$ cat src/rtl/midi_sw_pkg.sv
// Shared definitions for the MIDI switcher: frame geometry, SPI receiver
// state encoding and default timing limits.
package midi_sw_pkg;

  localparam int FRAME_BITS_DEF     = 48;
  localparam int SYNC_STAGES_DEF    = 2;
  localparam int TIMEOUT_CYCLES_DEF = 255;

  // Receiver state encoding, kept as plain constants for legacy tools.
  localparam logic [0:0] ST_IDLE   = 1'b0;
  localparam logic [0:0] ST_ACTIVE = 1'b1;

  // Width needed to hold values 0..max_val inclusive.
  function automatic int cnt_width(input int max_val);
    return (max_val < 2) ? 1 : $clog2(max_val + 1);
  endfunction

endpackage

$ cat src/rtl/sync_edge.sv
// N-stage synchroniser for one asynchronous pin, with registered rise/fall
// strobes derived from one further register on the synchronised level.
module sync_edge #(
  parameter int   STAGES    = 2,
  parameter logic RESET_VAL = 1'b0
) (
  input  logic clk,
  input  logic reset,
  input  logic din,
  output logic dout,
  output logic rise,
  output logic fall
);

  logic [STAGES-1:0] sync_q, sync_d;
  logic              prev_q, prev_d;
  logic              rise_q, rise_d;
  logic              fall_q, fall_d;

  // NOTE: every *_d is assigned on every path through the comb block, so no
  // latch can be inferred here or in any other next-state block.
  always_comb begin
    sync_d = {sync_q[STAGES-2:0], din};
    prev_d = sync_q[STAGES-1];
    rise_d = sync_q[STAGES-1] & ~prev_q;
    fall_d = ~sync_q[STAGES-1] & prev_q;
  end

  // NOTE: state registers use non-blocking assignments so all flops sample
  // the pre-edge values together; blocking here would chain the stages.
  always_ff @(posedge clk) begin
    if (reset) begin
      sync_q <= {STAGES{RESET_VAL}};
      prev_q <= RESET_VAL;
      rise_q <= 1'b0;
      fall_q <= 1'b0;
    end else begin
      sync_q <= sync_d;
      prev_q <= prev_d;
      rise_q <= rise_d;
      fall_q <= fall_d;
    end
  end

  assign dout = sync_q[STAGES-1];
  assign rise = rise_q;
  assign fall = fall_q;

endmodule

$ cat src/rtl/spi_frame_rx.sv
// SPI slave front end: synchronises the SPI pins, deserialises fixed-length
// routing frames and shifts the previously accepted frame back out on MISO.
module spi_frame_rx
  import midi_sw_pkg::*;
#(
  parameter int FRAME_BITS     = FRAME_BITS_DEF,
  parameter int SYNC_STAGES    = SYNC_STAGES_DEF,
  parameter int TIMEOUT_CYCLES = TIMEOUT_CYCLES_DEF
) (
  input  logic                  clk,
  input  logic                  reset,
  input  logic                  spi_clk,
  input  logic                  spi_mosi,
  input  logic                  spi_ss,
  output logic                  spi_miso,
  output logic [FRAME_BITS-1:0] frame_data,
  output logic                  frame_valid,
  output logic                  frame_err
);

  localparam int CNT_W = cnt_width(FRAME_BITS);
  localparam int TMO_W = cnt_width(TIMEOUT_CYCLES);

  localparam logic [CNT_W-1:0] LAST_BIT = CNT_W'(FRAME_BITS - 1);
  localparam logic [CNT_W-1:0] CNT_ONE  = CNT_W'(1);
  localparam logic [TMO_W-1:0] TMO_MAX  = TMO_W'(TIMEOUT_CYCLES);
  localparam logic [TMO_W-1:0] TMO_ONE  = TMO_W'(1);

  logic sclk_s, sclk_rise, sclk_fall;
  logic mosi_s, mosi_rise, mosi_fall;
  logic ss_s, ss_rise, ss_fall;
  logic unused_edges;

  sync_edge #(.STAGES(SYNC_STAGES), .RESET_VAL(1'b0)) u_sync_sclk (
    .clk   (clk),
    .reset (reset),
    .din   (spi_clk),
    .dout  (sclk_s),
    .rise  (sclk_rise),
    .fall  (sclk_fall)
  );

  sync_edge #(.STAGES(SYNC_STAGES), .RESET_VAL(1'b0)) u_sync_mosi (
    .clk   (clk),
    .reset (reset),
    .din   (spi_mosi),
    .dout  (mosi_s),
    .rise  (mosi_rise),
    .fall  (mosi_fall)
  );

  // Slave select idles high, so its stages come out of reset deasserted.
  sync_edge #(.STAGES(SYNC_STAGES), .RESET_VAL(1'b1)) u_sync_ss (
    .clk   (clk),
    .reset (reset),
    .din   (spi_ss),
    .dout  (ss_s),
    .rise  (ss_rise),
    .fall  (ss_fall)
  );

  // Only the SPI clock needs edges; the level of that line is not used.
  assign unused_edges = &{1'b0, sclk_s, mosi_rise, mosi_fall, ss_rise, ss_fall};

  logic [0:0]            state_q, state_d;
  logic [CNT_W-1:0]      bit_cnt_q, bit_cnt_d;
  logic [TMO_W-1:0]      tmo_q, tmo_d;
  logic [FRAME_BITS-1:0] rx_sr_q, rx_sr_d;
  logic [FRAME_BITS-1:0] tx_sr_q, tx_sr_d;
  logic [FRAME_BITS-1:0] frame_data_q, frame_data_d;
  logic                  frame_valid_q, frame_valid_d;
  logic                  frame_err_q, frame_err_d;
  logic [FRAME_BITS-1:0] rx_next;

  always_comb begin
    state_d       = state_q;
    bit_cnt_d     = bit_cnt_q;
    tmo_d         = tmo_q;
    rx_sr_d       = rx_sr_q;
    tx_sr_d       = tx_sr_q;
    frame_data_d  = frame_data_q;
    frame_valid_d = 1'b0;
    frame_err_d   = 1'b0;
    rx_next       = {rx_sr_q[FRAME_BITS-2:0], mosi_s};

    case (state_q)
      ST_IDLE: begin
        tmo_d = '0;
        if (!ss_s) begin
          state_d   = ST_ACTIVE;
          bit_cnt_d = '0;
          tx_sr_d   = frame_data_q;
        end
      end

      default: begin
        if (sclk_fall) begin
          rx_sr_d = rx_next;
          tmo_d   = '0;
          if (bit_cnt_q == LAST_BIT) begin
            // The completed frame becomes the readback for the next transfer.
            frame_data_d  = rx_next;
            frame_valid_d = 1'b1;
            bit_cnt_d     = '0;
            tx_sr_d       = rx_next;
          end else begin
            bit_cnt_d = bit_cnt_q + CNT_ONE;
          end
        end else if (sclk_rise) begin
          tx_sr_d = {tx_sr_q[FRAME_BITS-2:0], 1'b0};
          tmo_d   = '0;
        end else if (bit_cnt_q == '0) begin
          tmo_d = '0;
        end else if (tmo_q == TMO_MAX) begin
          // Stalled mid-frame: drop the partial frame but stay selected.
          frame_err_d = 1'b1;
          bit_cnt_d   = '0;
          tmo_d       = '0;
        end else begin
          tmo_d = tmo_q + TMO_ONE;
        end

        // Deselect is judged after this cycle's bit, so a frame completing
        // together with the ss rise is kept and raises no error.
        if (ss_s) begin
          state_d = ST_IDLE;
          tmo_d   = '0;
          if (bit_cnt_d != '0) begin
            frame_err_d = 1'b1;
            bit_cnt_d   = '0;
          end
        end
      end
    endcase
  end

  always_ff @(posedge clk) begin
    if (reset) begin
      state_q       <= ST_IDLE;
      bit_cnt_q     <= '0;
      tmo_q         <= '0;
      rx_sr_q       <= '0;
      tx_sr_q       <= '0;
      frame_data_q  <= '0;
      frame_valid_q <= 1'b0;
      frame_err_q   <= 1'b0;
    end else begin
      state_q       <= state_d;
      bit_cnt_q     <= bit_cnt_d;
      tmo_q         <= tmo_d;
      rx_sr_q       <= rx_sr_d;
      tx_sr_q       <= tx_sr_d;
      frame_data_q  <= frame_data_d;
      frame_valid_q <= frame_valid_d;
      frame_err_q   <= frame_err_d;
    end
  end

  assign spi_miso    = tx_sr_q[FRAME_BITS-1];
  assign frame_data  = frame_data_q;
  assign frame_valid = frame_valid_q;
  assign frame_err   = frame_err_q;

endmodule

$ cat config.mk
export PLATFORM = sky130hd
export DESIGN_NAME = spi_frame_rx
export DESIGN_NICKNAME = d
export VERILOG_FILES = /design/src/rtl/midi_sw_pkg.sv /design/src/rtl/sync_edge.sv /design/src/rtl/spi_frame_rx.sv
export SDC_FILE = /design/constraint.sdc
export NUM_CORES = 1
export LEC_CHECK = 0
export CAP_MARGIN = 20
export CORE_ASPECT_RATIO = 1.25
export CORE_MARGIN = 2
export CORE_UTILIZATION = 30
export DETAILED_ROUTE_END_ITERATION = 8
export PLACE_DENSITY_LB_ADDON = 0.1
export SLEW_MARGIN = 20
export SYNTH_ARGS = -nofsm -noshare
export SYNTH_HDL_FRONTEND = slang
export SYNTH_SLANG_ARGS = --single-unit
$ cat constraint.sdc
create_clock -name clk -period 5.7 [get_ports clk]
set_clock_uncertainty 0.15 [all_clocks]
set_input_delay 1.71 -clock clk [delete_from_list [all_inputs] [get_ports clk]]
set_output_delay 1.71 -clock clk [all_outputs]
set_load 0.005 [all_outputs]
==> results.sh, run 1 <==
export IMPL_status="complete, no violations"
export IMPL_cp_arrival_ns=1.36
export IMPL_io_pins=56
export IMPL_area_growth_pct=18.6
export IMPL_synthTopCellsByArea="dfxtp_1 48%, nand2_1 13%, a21oi_1 11%, mux2i_1 6.9%, a211o_1 5.9%"
export IMPL_vias_per_cell=4.93
export IMPL_slew_headroom_pct=32.5
export IMPL_insertion_delay_ns=0.43
export IMPL_hold_viol=0
export IMPL_fin_crit_ns=3.22
export IMPL_setup_violations=0
export IMPL_first_global_vias=5588
export IMPL_yosysTopAreaCell="dfxtp_1"
export IMPL_fin_area_sq_um=8270
export IMPL_worst_endpoint_required_ns=3.84
export IMPL_final_nets=893
export IMPL_coreArea_sq_um=22900
export IMPL_period_share_pct=56.5
export IMPL_cp_cell_sequence="clkdlybuf4s50_1"
export IMPL_crit_family="buffers and inverters"
export IMPL_cts_hold_buf=0
export IMPL_rsz0062_at_grt="false"
export IMPL_synth_fp_nets=878
export IMPL_max_stage_delay_ns=0.54
export IMPL_cts_setup_buffers=0
export IMPL_synthCells=870
export IMPL_rows=62
export IMPL_instances_no_fill=1184
export IMPL_crit_path_top_delay_cell="clkdlybuf4s50_1"
export IMPL_die_y_microns=175
export IMPL_cts_repair_resized=0
export IMPL_netlist_area_sq_um=6980
export IMPL_diodes=0
export IMPL_end_kind="primary output"
export IMPL_max_freq_mhz=311
export IMPL_gp_congestion=0.725
export IMPL_die_area_sq_um=24500
export IMPL_ir_drop_v=0.000215
export IMPL_synth_seq_cells=169
export IMPL_grt_pass1_wl_microns=29100
export IMPL_synth_distinct_cells=36
export IMPL_antenna_found_initial=0
export IMPL_cts_sinks=169
export IMPL_drive_gt1_share_pct=5.13
export IMPL_worst_path_stages=1
export IMPL_worst_hold_path_type="reg -> reg"
export IMPL_grt_util_all_layers_pct=14.6
export IMPL_max_cap_viol_count=0
export IMPL_dr_first_iter_drc_count=378
export IMPL_r2r_cells=5
export IMPL_drc=0
export IMPL_layout_setup_ws_ns=2.48
export IMPL_dp_cells=1154
export IMPL_dpl_cell_area_sq_um=7690
export IMPL_clkTransAtPathRegs_ns=0.07
export IMPL_cts_buffers=17
export IMPL_powerDensity_nw_per_um2=291
export IMPL_clock_root_buffer="clkbuf_16"
export IMPL_synth_top_area_share_pct=48.5
export IMPL_min_path_cells=1
export IMPL_seq_area_frac_synth_pct=48.5
export IMPL_cp_max_fo=3
export IMPL_start_kind="register"
export IMPL_die_x_microns=140
export IMPL_detailed_place_hpwl_microns=9850
export IMPL_routedWlPerCell_microns=14.7
export IMPL_worst_pin_slew_ns=1.01
export IMPL_portBuffers=55
export IMPL_hold_ws_ns=0.245
export IMPL_criticalPathCategory="reg -> out"
export IMPL_grt_max_degree=97
export IMPL_routed_via_count=5833
export IMPL_overflow=0
export IMPL_post_route_util_pct=36.2
export IMPL_firstDrtPassIters=4
export IMPL_path_buf_inv=1
export IMPL_tns_ns=0
export IMPL_maxSlewViolCount=0
export IMPL_cts_max_level=4
export IMPL_power_total_mw=2.41
export IMPL_ant_nets=0
export IMPL_initial_utilization_pct=30.5
export IMPL_routed_wl_microns=17400
export IMPL_p_leak_nw=2.42
export IMPL_place_ws_ns=2.46
export IMPL_clock_tree_buffer_depth=2
export IMPL_yosysWarnings=0
export IMPL_cts_tree="done"
export IMPL_avgSynthCellArea_sq_um=8.02
[per-layer routing]
layer  track usage (%)  up-vias  share of wire, %
met2              24.8       72                47
met3              2.92       17               2.6
li1                  -     2968                 -
met5                 0        -                 0
met1              18.9     2776                49
met4              4.42        0               1.2
[path summary, 6_finish.rpt]
path	start	end	slack, ns
worst max-delay path	frame_data[21]	frame_data[21]	2.48
worst min register to register	u_sync_sclk.sync_q[1]	u_sync_sclk.fall	0.25
worst min-delay path	u_sync_sclk.sync_q[1]	u_sync_sclk.fall	0.25
worst max register to register	state_q	tx_sr_q[8]	2.51
[state kept, by name, indices dropped and copies added (netlist names)]
signal / count
u_sync_ss.sync_q: 2
frame_valid: 1
tx_sr_q: 48
rx_sr_q: 47
frame_err: 1
u_sync_sclk.rise: 1
bit_cnt_q: 6
u_sync_sclk.fall: 1
tmo_q: 8
u_sync_sclk.prev_q: 1
u_sync_mosi.sync_q: 2
state_q: 1
frame_data: 48
u_sync_sclk.sync_q: 2
[cells in the final DEF (no fill, tap or decap), types with 4 or more instances in the layout]
master,synthesis,final
nand2_1,246,244
clkbuf_16,0,18
nand4_1,4,4
nor2b_1,9,9
nor3_1,5,5
a211o_1,47,47
clkinv_2,0,4
nand3_1,10,10
inv_1,7,7
nor2_1,67,66
a21oi_1,149,149
xor2_1,4,4
a31oi_1,4,4
buf_4,1,7
clkdlybuf4s50_1,0,54
mux2i_1,48,48
o21ai_0,8,8
dfxtp_1,169,167
[final cells by class]
| class | count | area (sq um) |
|---|---|---|
| Clock inverter | 8 | 95.1 |
| Inverter | 7 | 26.3 |
| Sequential cell | 169 | 3390 |
| Timing Repair Buffer | 62 | 613 |
| Multi-Input combinational cell | 628 | 3300 |
| Tap cell | 288 | 360 |
| Clock buffer | 22 | 485 |
| Fill cell | 2416 | 14600 |
[cell usage after synthesis (all sizes together)]
cell type,instances
nor2b,9
xor2,4
xnor2,2
nand4,4
o21ai,8
clkbuf,49
dfxtp,169
nand2,246
or2,2
a211oi,1
nor3b,1
a41oi,1
or3b,1
o32ai,1
a22oi,2
ha,3
nand4b,3
a211o,47
o2bb2ai,1
inv,7
and3,2
nor3,5
a31oi,4
or3,2
a21oi,149
nor2,67
nand2b,1
o21bai,1
mux2i,48
and2,2
nand3,10
a21o,1
buf,17
[cells by family after synthesis]
family,synth area share [%]
flops,48.5
compound gates,18.5
mux,6.89
simple gates,20.5
fa+ha+maj,0.538
xor+xnor,0.753
buf+inv,4.39
[report_power, final]
group	switching, mW	leakage, nW	total [mW]	internal, mW
clock network	0.470	0.283	1.16	0.687
registers	0.00611	1.36	1.19	1.19
logic	0.0447	0.769	0.0606	0.0159
total	0.521	2.42	2.41	1.89
(Power assumes the default switching activity.)
==> run 2, diff against run 1 <==
==> constraint.sdc (replaced) <==
create_clock -name clk -period 3.17 [get_ports clk]
set_clock_uncertainty 0.15 [all_clocks]
set_input_delay 0.951 -clock clk [delete_from_list [all_inputs] [get_ports clk]]
set_output_delay 0.951 -clock clk [all_outputs]
set_load 0.005 [all_outputs]
==> results.sh, run 2 (synthesis gave the netlist of run 1 again) <==
export IMPL_status="complete, no violations"
export IMPL_coreArea_sq_um=22900
export IMPL_routedWlPerCell_microns=14.8
export IMPL_cts_tree="done"
export IMPL_antenna_found_initial=0
export IMPL_max_cap_viol_count=0
export IMPL_firstDrtPassIters=5
export IMPL_cts_max_level=4
export IMPL_die_y_microns=175
export IMPL_initial_utilization_pct=30.5
export IMPL_place_ws_ns=0.728
export IMPL_post_route_util_pct=36.6
export IMPL_crit_family="buffers and inverters"
export IMPL_drive_gt1_share_pct=6.08
export IMPL_cts_setup_buffers=0
export IMPL_gp_congestion=0.754
export IMPL_worst_endpoint_required_ns=2.07
export IMPL_clock_tree_buffer_depth=2
export IMPL_area_growth_pct=19.9
export IMPL_end_kind="primary output"
export IMPL_cts_repair_resized=0
export IMPL_insertion_delay_ns=0.42
export IMPL_min_path_cells=1
export IMPL_clkTransAtPathRegs_ns=0.07
export IMPL_worst_pin_slew_ns=0.817
export IMPL_cts_hold_buf=0
export IMPL_crit_path_top_delay_cell="clkdlybuf4s50_1"
export IMPL_die_area_sq_um=24500
export IMPL_grt_max_degree=79
export IMPL_reg2reg_slack_ns=0.75
export IMPL_n_fill_cell=2386
export IMPL_rsz0062_at_grt="false"
export IMPL_r2r_cells=7
export IMPL_period_share_pct=78.1
export IMPL_criticalPathCategory="reg -> out"
export IMPL_fin_crit_ns=2.48
export IMPL_slew_headroom_pct=45.5
export IMPL_final_common_cell="nand2_1"
export IMPL_powerDensity_nw_per_um2=532
export IMPL_layout_setup_ws_ns=0.693
export IMPL_maxSlewViolCount=0
export IMPL_detailed_place_hpwl_microns=10400
export IMPL_power_total_mw=4.45
export IMPL_final_cell_mix="244 x nand2_1, 167 x dfxtp_1, 149 x a21oi_1"
export IMPL_first_global_vias=5724
export IMPL_hold_viol=0
export IMPL_portBuffers=55
export IMPL_drc=0
export IMPL_cts_buffers=17
export IMPL_grt_util_all_layers_pct=14.9
export IMPL_cts_sinks=169
export IMPL_max_stage_delay_ns=0.54
export IMPL_vias_per_cell=4.89
export IMPL_routed_via_count=5830
export IMPL_grt_pass1_wl_microns=29700
export IMPL_tns_ns=0
export IMPL_die_x_microns=140
export IMPL_cp_cell_sequence="clkdlybuf4s50_1"
export IMPL_routed_wl_microns=17700
export IMPL_ant_nets=0
export IMPL_start_kind="register"
export IMPL_ir_drop_v=0.000348
export IMPL_dr_first_iter_drc_count=331
export IMPL_cp_arrival_ns=1.38
export IMPL_overflow=0
export IMPL_worst_path_stages=1
export IMPL_worst_hold_path_type="reg -> reg"
export IMPL_path_buf_inv=1
export IMPL_final_nets=899
export IMPL_diodes=0
export IMPL_cp_max_fo=3
export IMPL_max_freq_mhz=404
export IMPL_io_pins=56
export IMPL_clock_root_buffer="clkbuf_16"
export IMPL_setup_violations=0
export IMPL_rows=62
export IMPL_p_leak_nw=2.46
[run 2: power by group]
group | switching, mW | internal (mW)
combinational | 0.0831 | 0.0334
sequential | 0.00942 | 2.13
clock | 0.934 | 1.26
[run 2: final cells by class]
type,instances,area [sq um],share of cell area [%]
clock buffer,18,429,5.13
clock inverter,14,185,2.21
inverter,7,26.3,0.314
multi-input combinational,628,3300,39.5
sequential,169,3390,40.5
tap,288,360,4.31
timing repair buffer,68,671,8.02
[run 2: through the flow]
stage               hold slack, ns  std cells  area (sq um)
floorplan                    0.233        870          6980
global placement             0.242       1160          7750
detailed placement           0.245       1160          7750
CTS                          0.258       1192          8360
global route                 0.264       1192          8360
finish                       0.251       1192          8360
[run 2: worst reg2reg max path, cell delays in order (launching register included)]
cell     delay (ns)
dfxtp_1        0.45
ha_1           0.28
and3_1         0.31
a41oi_1        0.14
a21o_2         0.37
buf_12         0.24
a211o_1        0.30
a21oi_1        0.12
[run 2: final timing paths]
path | endpoint | from
worst min register to register | u_sync_sclk.fall | u_sync_sclk.sync_q[1]
worst max register to register | tx_sr_q[18] | bit_cnt_q[0]
worst max-delay path | frame_data[2] | frame_data[2]
worst min-delay path | u_sync_sclk.fall | u_sync_sclk.sync_q[1]
[run 2: per-layer routing]
metal	track usage [%]	wire [microns]
met5	0	0
met4	4.59	207
met3	2.89	557
met2	25.4	8560
met1	18.8	8350
